[config.mk]
export PLATFORM = sky130hd
export DESIGN_NAME = bin_to_7seg_scanner
export DESIGN_NICKNAME = d
export VERILOG_FILES = /design/src/rtl/bin_to_7seg_scanner.sv
export SDC_FILE = /design/constraint.sdc
export NUM_CORES = 1
export LEC_CHECK = 0
export BUFFER_PORTS_ARGS = -buffer_cell sky130_fd_sc_hd__buf_2
export CAP_MARGIN = 30
export CORE_MARGIN = 2
export CORE_UTILIZATION = 54
export DETAILED_ROUTE_END_ITERATION = 10
export HOLD_SLACK_MARGIN = 0.15
export PLACE_DENSITY = 0.75
export SETUP_SLACK_MARGIN = 0.02
export SLEW_MARGIN = 30
export SYNTH_ARGS = -nofsm -noshare
export SYNTH_HDL_FRONTEND = slang
export SYNTH_SLANG_ARGS = --single-unit
[constraint.sdc]
create_clock -name clk -period 3 [get_ports clk]
set_clock_uncertainty 0.05 [all_clocks]
set_input_delay 0.75 -clock clk [delete_from_list [all_inputs] [get_ports clk]]
set_output_delay 0.75 -clock clk [all_outputs]
set_load 0.05 [all_outputs]
[src/rtl/bin_to_7seg_scanner.sv]
// bin_to_7seg_scanner
//   Converts an unsigned binary value to decimal with a shift-add-3 engine
//   (one bit per clock), keeps the result in a display register and
//   time-multiplexes it onto DIGITS common-anode seven-segment digits.
//
// Optional feature macro: LEAD_ZERO_BLANK_EN
//   defined   -> digits above the most significant nonzero digit are blanked
//                (digit 0 always shown, no blanking while ovf=1)
//   undefined -> every digit is shown, leading zeros included
//
// Parameters
//   WIDTH        binary input width (>=1)
//   DIGITS       number of display digits (>=1)
//   REFRESH_DIV  clk cycles each digit stays active (>=1)
//
// Ports
//   clk     in   system clock
//   rst     in   synchronous active-high reset
//   load    in   start conversion of bin (only honoured while idle)
//   bin     in   [WIDTH-1:0] unsigned value to display
//   busy    out  conversion in progress
//   valid   out  display holds the result of the last accepted load
//   ovf     out  last result needs more than DIGITS decimal digits
//   LEDSEL  out  [DIGITS-1:0] digit enables, active-low, one-hot-zero
//   LEDOUT  out  [7:0] segments {dp,g,f,e,d,c,b,a}, active-low, dp always 1
module bin_to_7seg_scanner #(
   parameter int WIDTH       = 8,
   parameter int DIGITS      = 4,
   parameter int REFRESH_DIV = 25000
) (
   input  logic              clk,
   input  logic              rst,
   input  logic              load,
   input  logic [WIDTH-1:0]  bin,
   output logic              busy,
   output logic              valid,
   output logic              ovf,
   output logic [DIGITS-1:0] LEDSEL,
   output logic [7:0]        LEDOUT
);

   // Scratch must hold every decimal digit of 2^WIDTH-1 so overflow is visible.
   localparam int NB = (DIGITS > (WIDTH + 2) / 3) ? DIGITS : (WIDTH + 2) / 3;
   localparam int SW = NB * 4;
   localparam int DW = DIGITS * 4;
   localparam int CW = $clog2(WIDTH + 1);
   localparam int IW = (DIGITS > 1) ? $clog2(DIGITS) : 1;
   localparam int PW = (REFRESH_DIV > 1) ? $clog2(REFRESH_DIV) : 1;

   localparam logic [CW-1:0] CNT_INIT = CW'(WIDTH);
   localparam logic [CW-1:0] CNT_LAST = CW'(1);
   localparam logic [IW-1:0] IDX_LAST = IW'(DIGITS - 1);
   localparam logic [PW-1:0] PRE_LAST = PW'(REFRESH_DIV - 1);

   typedef enum logic [1:0] {
      S_IDLE   = 2'd0,
      S_CONV   = 2'd1,
      S_COMMIT = 2'd2
   } state_t;

   state_t              state_q, state_d;
   logic [CW-1:0]       cnt_q, cnt_d;
   logic [WIDTH-1:0]    bin_sh_q, bin_sh_d;
   logic [SW-1:0]       scratch_q, scratch_d;
   logic [DW-1:0]       display_q, display_d;
   logic                busy_q, busy_d;
   logic                valid_q, valid_d;
   logic                ovf_q, ovf_d;
   logic [PW-1:0]       pre_q, pre_d;
   logic [IW-1:0]       idx_q, idx_d;
   logic [DIGITS-1:0]   ledsel_q, ledsel_d;
   logic [7:0]          ledout_q, ledout_d;

   logic [SW-1:0]       adj_s;
   logic                upper_nz_s;
   logic [3:0]          digit_s;
   logic                blank_s;

   // Active-low segment pattern for one BCD code; non-decimal codes blank.
   function automatic logic [7:0] seg7(input logic [3:0] code);
      case (code)
         4'd0:    seg7 = 8'hC0;
         4'd1:    seg7 = 8'hF9;
         4'd2:    seg7 = 8'hA4;
         4'd3:    seg7 = 8'hB0;
         4'd4:    seg7 = 8'h99;
         4'd5:    seg7 = 8'h92;
         4'd6:    seg7 = 8'h82;
         4'd7:    seg7 = 8'hF8;
         4'd8:    seg7 = 8'h80;
         4'd9:    seg7 = 8'h90;
         default: seg7 = 8'hFF;
      endcase
   endfunction

   // Digits beyond the display width only exist when the scratch is wider.
   generate
      if (NB > DIGITS) begin : g_ovf
         assign upper_nz_s = |scratch_q[SW-1:DW];
      end else begin : g_no_ovf
         assign upper_nz_s = 1'b0;
      end
   endgenerate

   // Add-3 correction applied to every scratch digit before the shift.
   always_comb begin
      adj_s = scratch_q;
      for (int k = 0; k < NB; k++) begin
         if (scratch_q[4*k +: 4] >= 4'd5) begin
            adj_s[4*k +: 4] = scratch_q[4*k +: 4] + 4'd3;
         end else begin
            adj_s[4*k +: 4] = scratch_q[4*k +: 4];
         end
      end
   end

   // Conversion FSM: next state, datapath and handshake flags.
   always_comb begin
      state_d   = state_q;
      cnt_d     = cnt_q;
      bin_sh_d  = bin_sh_q;
      scratch_d = scratch_q;
      display_d = display_q;
      busy_d    = busy_q;
      valid_d   = valid_q;
      ovf_d     = ovf_q;
      case (state_q)
         S_IDLE: begin
            if (load) begin
               bin_sh_d  = bin;
               scratch_d = '0;
               cnt_d     = CNT_INIT;
               busy_d    = 1'b1;
               valid_d   = 1'b0;
               state_d   = S_CONV;
            end else begin
               state_d   = S_IDLE;
            end
         end
         S_CONV: begin
            scratch_d = {adj_s[SW-2:0], bin_sh_q[WIDTH-1]};
            bin_sh_d  = bin_sh_q << 1;
            cnt_d     = cnt_q - CW'(1);
            if (cnt_q == CNT_LAST) begin
               state_d = S_COMMIT;
            end else begin
               state_d = S_CONV;
            end
         end
         S_COMMIT: begin
            // Display changes only here, so a conversion never shows partially.
            display_d = scratch_q[DW-1:0];
            ovf_d     = upper_nz_s;
            busy_d    = 1'b0;
            valid_d   = 1'b1;
            state_d   = S_IDLE;
         end
         default: begin
            state_d   = S_IDLE;
         end
      endcase
   end

   // Digit scan prescaler and index, free-running regardless of conversion.
   always_comb begin
      pre_d = pre_q;
      idx_d = idx_q;
      if (pre_q == PRE_LAST) begin
         pre_d = '0;
         if (idx_q == IDX_LAST) begin
            idx_d = '0;
         end else begin
            idx_d = idx_q + IW'(1);
         end
      end else begin
         pre_d = pre_q + PW'(1);
      end
   end

   // Segment/enable outputs are built from next-state values so the
   // registered pins line up with the index they describe.
   always_comb begin
      ledsel_d = ~(DIGITS'(1) << idx_d);
      digit_s  = display_d[int'(idx_d)*4 +: 4];
`ifdef LEAD_ZERO_BLANK_EN
      // Blank when this digit and all above it are zero; digit 0 never blanks.
      if ((idx_d != '0) && ((display_d >> (int'(idx_d) * 4)) == '0)) begin
         blank_s = 1'b1;
      end else begin
         blank_s = 1'b0;
      end
`else
      blank_s  = 1'b0;
`endif
      if (ovf_d) begin
         ledout_d = 8'hBF;
      end else if (blank_s) begin
         ledout_d = 8'hFF;
      end else begin
         ledout_d = seg7(digit_s);
      end
   end

   // All state and output registers with synchronous reset.
   always_ff @(posedge clk) begin
      if (rst) begin
         state_q   <= S_IDLE;
         cnt_q     <= '0;
         bin_sh_q  <= '0;
         scratch_q <= '0;
         display_q <= '0;
         busy_q    <= 1'b0;
         valid_q   <= 1'b0;
         ovf_q     <= 1'b0;
         pre_q     <= '0;
         idx_q     <= '0;
         ledsel_q  <= ~DIGITS'(1);
         ledout_q  <= 8'hC0;
      end else begin
         state_q   <= state_d;
         cnt_q     <= cnt_d;
         bin_sh_q  <= bin_sh_d;
         scratch_q <= scratch_d;
         display_q <= display_d;
         busy_q    <= busy_d;
         valid_q   <= valid_d;
         ovf_q     <= ovf_d;
         pre_q     <= pre_d;
         idx_q     <= idx_d;
         ledsel_q  <= ledsel_d;
         ledout_q  <= ledout_d;
      end
   end

   assign busy   = busy_q;
   assign valid  = valid_q;
   assign ovf    = ovf_q;
   assign LEDSEL = ledsel_q;
   assign LEDOUT = ledout_q;

endmodule

==> flow_metrics.tcl <==
set metrics [dict create \
    hold_path_class "flop to flop" \
    drc 0 \
    cts.path.max_buffers 2 \
    timing.final.hold_violations 0 \
    buffer_ports.inserted 24 \
    cell_internal_power_w 0.00160 \
    synth-seq-area-share_pct 41.9 \
    first_iter_violations 155 \
    status "finished, final reports clean" \
    place_hpwl_um 4930 \
    worst-endpoint-required_ps 3190 \
    fin_worst_hold_slack_ps 406 \
    power.clock.fraction_pct 42.4 \
    viasPerCell 5.45 \
    detail_route.wirelength_um 7700 \
    max_slew_margin_pct 61.8 \
    dr.pass1.iters 4 \
    worst_ir_drop_vdd_mv 0.308 \
    cts.sink_count 77 \
    nets 504 \
    vias 3047 \
    cts.reportedPaths.clkPinSlew_ps 80 \
    critPathMaxFanout 5 \
    postSynthRegisterBits 77 \
    power_frac_comb_pct 6.5 \
    cts-buffers-inserted 9 \
    syn_area_per_cell_um2 8.46 \
    final.min_clock_period_ps 2830 \
    synth.cell_area_um2 3680 \
    initial_core_util_pct 55.1 \
    final_min_period_over_clock_period_pct 94.3 \
    fmax_mhz 353 \
    dieHeight_um 86.5 \
    initial_antenna_violation_count 0 \
    power.share.sequential_pct 51.1 \
    areaGrowthSynthToFinish_pct 17.4 \
    critPathArrivalTime_ps 3020 \
    h-tree-depth 3 \
    post-route-util_pct 64.7 \
    layout.filler_cells 544 \
    antenna_left 0 \
    post_synth_inst_count 435 \
    maxCapViolCount 0 \
    cts_hold_buf 0 \
    share_of_cells_above_drive_strength_1_pct 18.0 \
    cts.root.buffer_cell "clkbuf_8" \
    routabilityCongestion 0.822 \
    global_route_congestion_overflow_total 0 \
    crit_path_end_kind "flop" \
    synth_async_sr_flop_share_pct 0 \
    tritoncts "yes" \
    timing_worst_slew_pin_value_ps 572 \
    yosys_most_used_dff "dfxtp_1" \
    die_area_um2 7490 \
    first_global_vias 2778 \
    power_leakage_nw 1.74 \
    n_antenna_cell 0 \
    fp.coreArea_um2 6680 \
    worstSetupPathType "flop to flop" \
    p_per_area_nw_per_um2 479 \
    grt_start_max_net_pins 56 \
    clock_insertion_delay_worst_skew_ps 340 \
    synthesis.nets 464 \
    io_pins 26 \
    synth-edff-count 0 \
    post_synth_num_cell_types 44 \
    timing.final.setup_violations 0 \
    p_sw_share_pct 22.8 \
    slew_violations 0 \
    setup.worst_path.start_class "flop" \
    wl_per_cell_um 13.8 \
    row_count 30 \
    dieWidth_um 86.5 \
    switchingPower_w 0.000473 \
    grt.total_usage_pct 21.9 \
    grt_first_pass_wirelength_um 13000 \
    placed_area_um2 3900 \
    final_instance_area_um2 4320 \
    yosys_warnings 0 \
]
registers in the layout (all words and copies together) (netlist names):
register and flops:
state_q 2, LEDSEL 4, display_q 16, bin_sh_q 8
pre_q 15, LEDOUT 7, valid 1, busy 1
ovf 1, idx_q 2, cnt_q 4, scratch_q 16
layout make-up:
type	instances	area, um2	share of cell area, %
multi-input combinational	320	2030	47.0
clock inverter	3	68.8	1.59
clock buffer	12	155	3.59
tap	80	100	2.32
sequential	77	1550	35.8
timing repair buffer	53	368	8.51
inverter	14	52.6	1.22
path summary, 6_finish.rpt:
| kind | startpoint | end | slack (ps) | cells after the start |
|---|---|---|---|---|
| worst max-delay path | pre_q[12]$_SDFF_PP0_ | LEDOUT[6]$_SDFF_PP1_ | 170 | 11 |
| worst min-delay path | bin_sh_q[3]$_SDFFE_PP0P_ | bin_sh_q[3]$_SDFFE_PP0P_ | 410 | 2 |
| worst max register to register | pre_q[12]$_SDFF_PP0_ | LEDOUT[6]$_SDFF_PP1_ | 170 | 11 |
| worst min register to register | bin_sh_q[3]$_SDFFE_PP0P_ | bin_sh_q[3]$_SDFFE_PP0P_ | 410 | 2 |
cells in the mapped netlist, types with 2 or more instances:
master	instances	area share, %
a21oi_1	42	5.7
and2_1	4	0.68
a211oi_1	2	0.41
a22oi_1	8	1.6
or3_1	3	0.51
or2_2	2	0.34
xor2_1	9	2.1
o21ai_0	15	2.0
nor2_1	46	4.7
clkbuf_1	20	2.0
nor2b_1	5	0.85
nor3_1	8	1.1
mux2i_1	21	5.7
o21a_1	3	0.61
nand2b_1	11	1.9
xnor2_1	9	2.1
and3b_1	3	0.71
nor4_1	3	0.51
nand2_1	58	5.9
nand3_1	20	2.7
ha_1	18	6.1
inv_1	14	1.4
nand4_1	5	0.85
nor3b_1	4	0.82
buf_4	2	0.41
dfxtp_1	77	42
a31oi_1	6	1.0
cells in the final DEF (no fill, tap or decap), types with 10 or more instances in the layout:
cell type   n
mux2i_1    20
o21ai_0    15
nor2_1     46
ha_1       17
dfxtp_1    73
clkbuf_8   11
buf_2      24
nand3_1    20
nand2_1    58
a21oi_1    42
inv_1      14
nand2b_1   10
buf_4      27
layer usage:
layer  vias to the layer above  part of all wire [%]  GRT usage (%)
li1                       1562                     -              -
met1                      1423                    48           28.3
met2                        52                    47           36.0
met3                        10                   3.7           6.38
met4                         0                   1.4           5.40
met5                         -                     0              0
per-stage QoR:
stage	worst slack, ps	instances	power, W	setup TNS, ps
after floorplan	221	435	0.00118	0
after global placement	143	527	0.00121	0
after detailed placement	30.4	527	0.00121	0
after CTS	67.3	546	0.00208	0
after global routing	-0.0593	559	0.00215	-0.0593
final	171	559	0.00207	0
logic make-up after synthesis:
kind of cell    count (synthesis)  share of synthesized area, %
flops                          77                          41.9
simple gates                  178                          23.7
xor+xnor                       18                          4.29
buf+inv                        39                          4.42
other cells                     1                         0.102
mux                            23                          6.94
compound gates                 81                          12.5
fa+ha+maj                      18                          6.12
critical path, stage by stage (launching register included):
cell     delay, ps
dfxtp_2        350
nor4b_4        330
buf_4          170
nand4_4         90
mux2i_4        250
mux2i_1        230
mux4_2         320
inv_1          100
ha_1           180
nor2b_1        120
or3_1          370
a31o_1         170
power by group through the flow:
stage          Combinational (W)  Sequential (W)  Clock (W)
3_5_place_dp            0.000133         0.00108          0
2_1_floorplan          0.0000924         0.00108          0
5_1_grt                 0.000152         0.00106   0.000937
3_3_place_gp            0.000131         0.00108          0
4_1_cts                 0.000133         0.00106   0.000889
6_report                0.000135         0.00106   0.000878
repair_timing:
action                                  in CTS  in global routing
endpoints found under the setup margin       1                  1
buffers inserted                             3                 12
pin swaps                                    0                  3
gates cloned                                 1                  1
resized for setup                            1                 11
No activity file was read; power rests on OpenSTA's default activity.
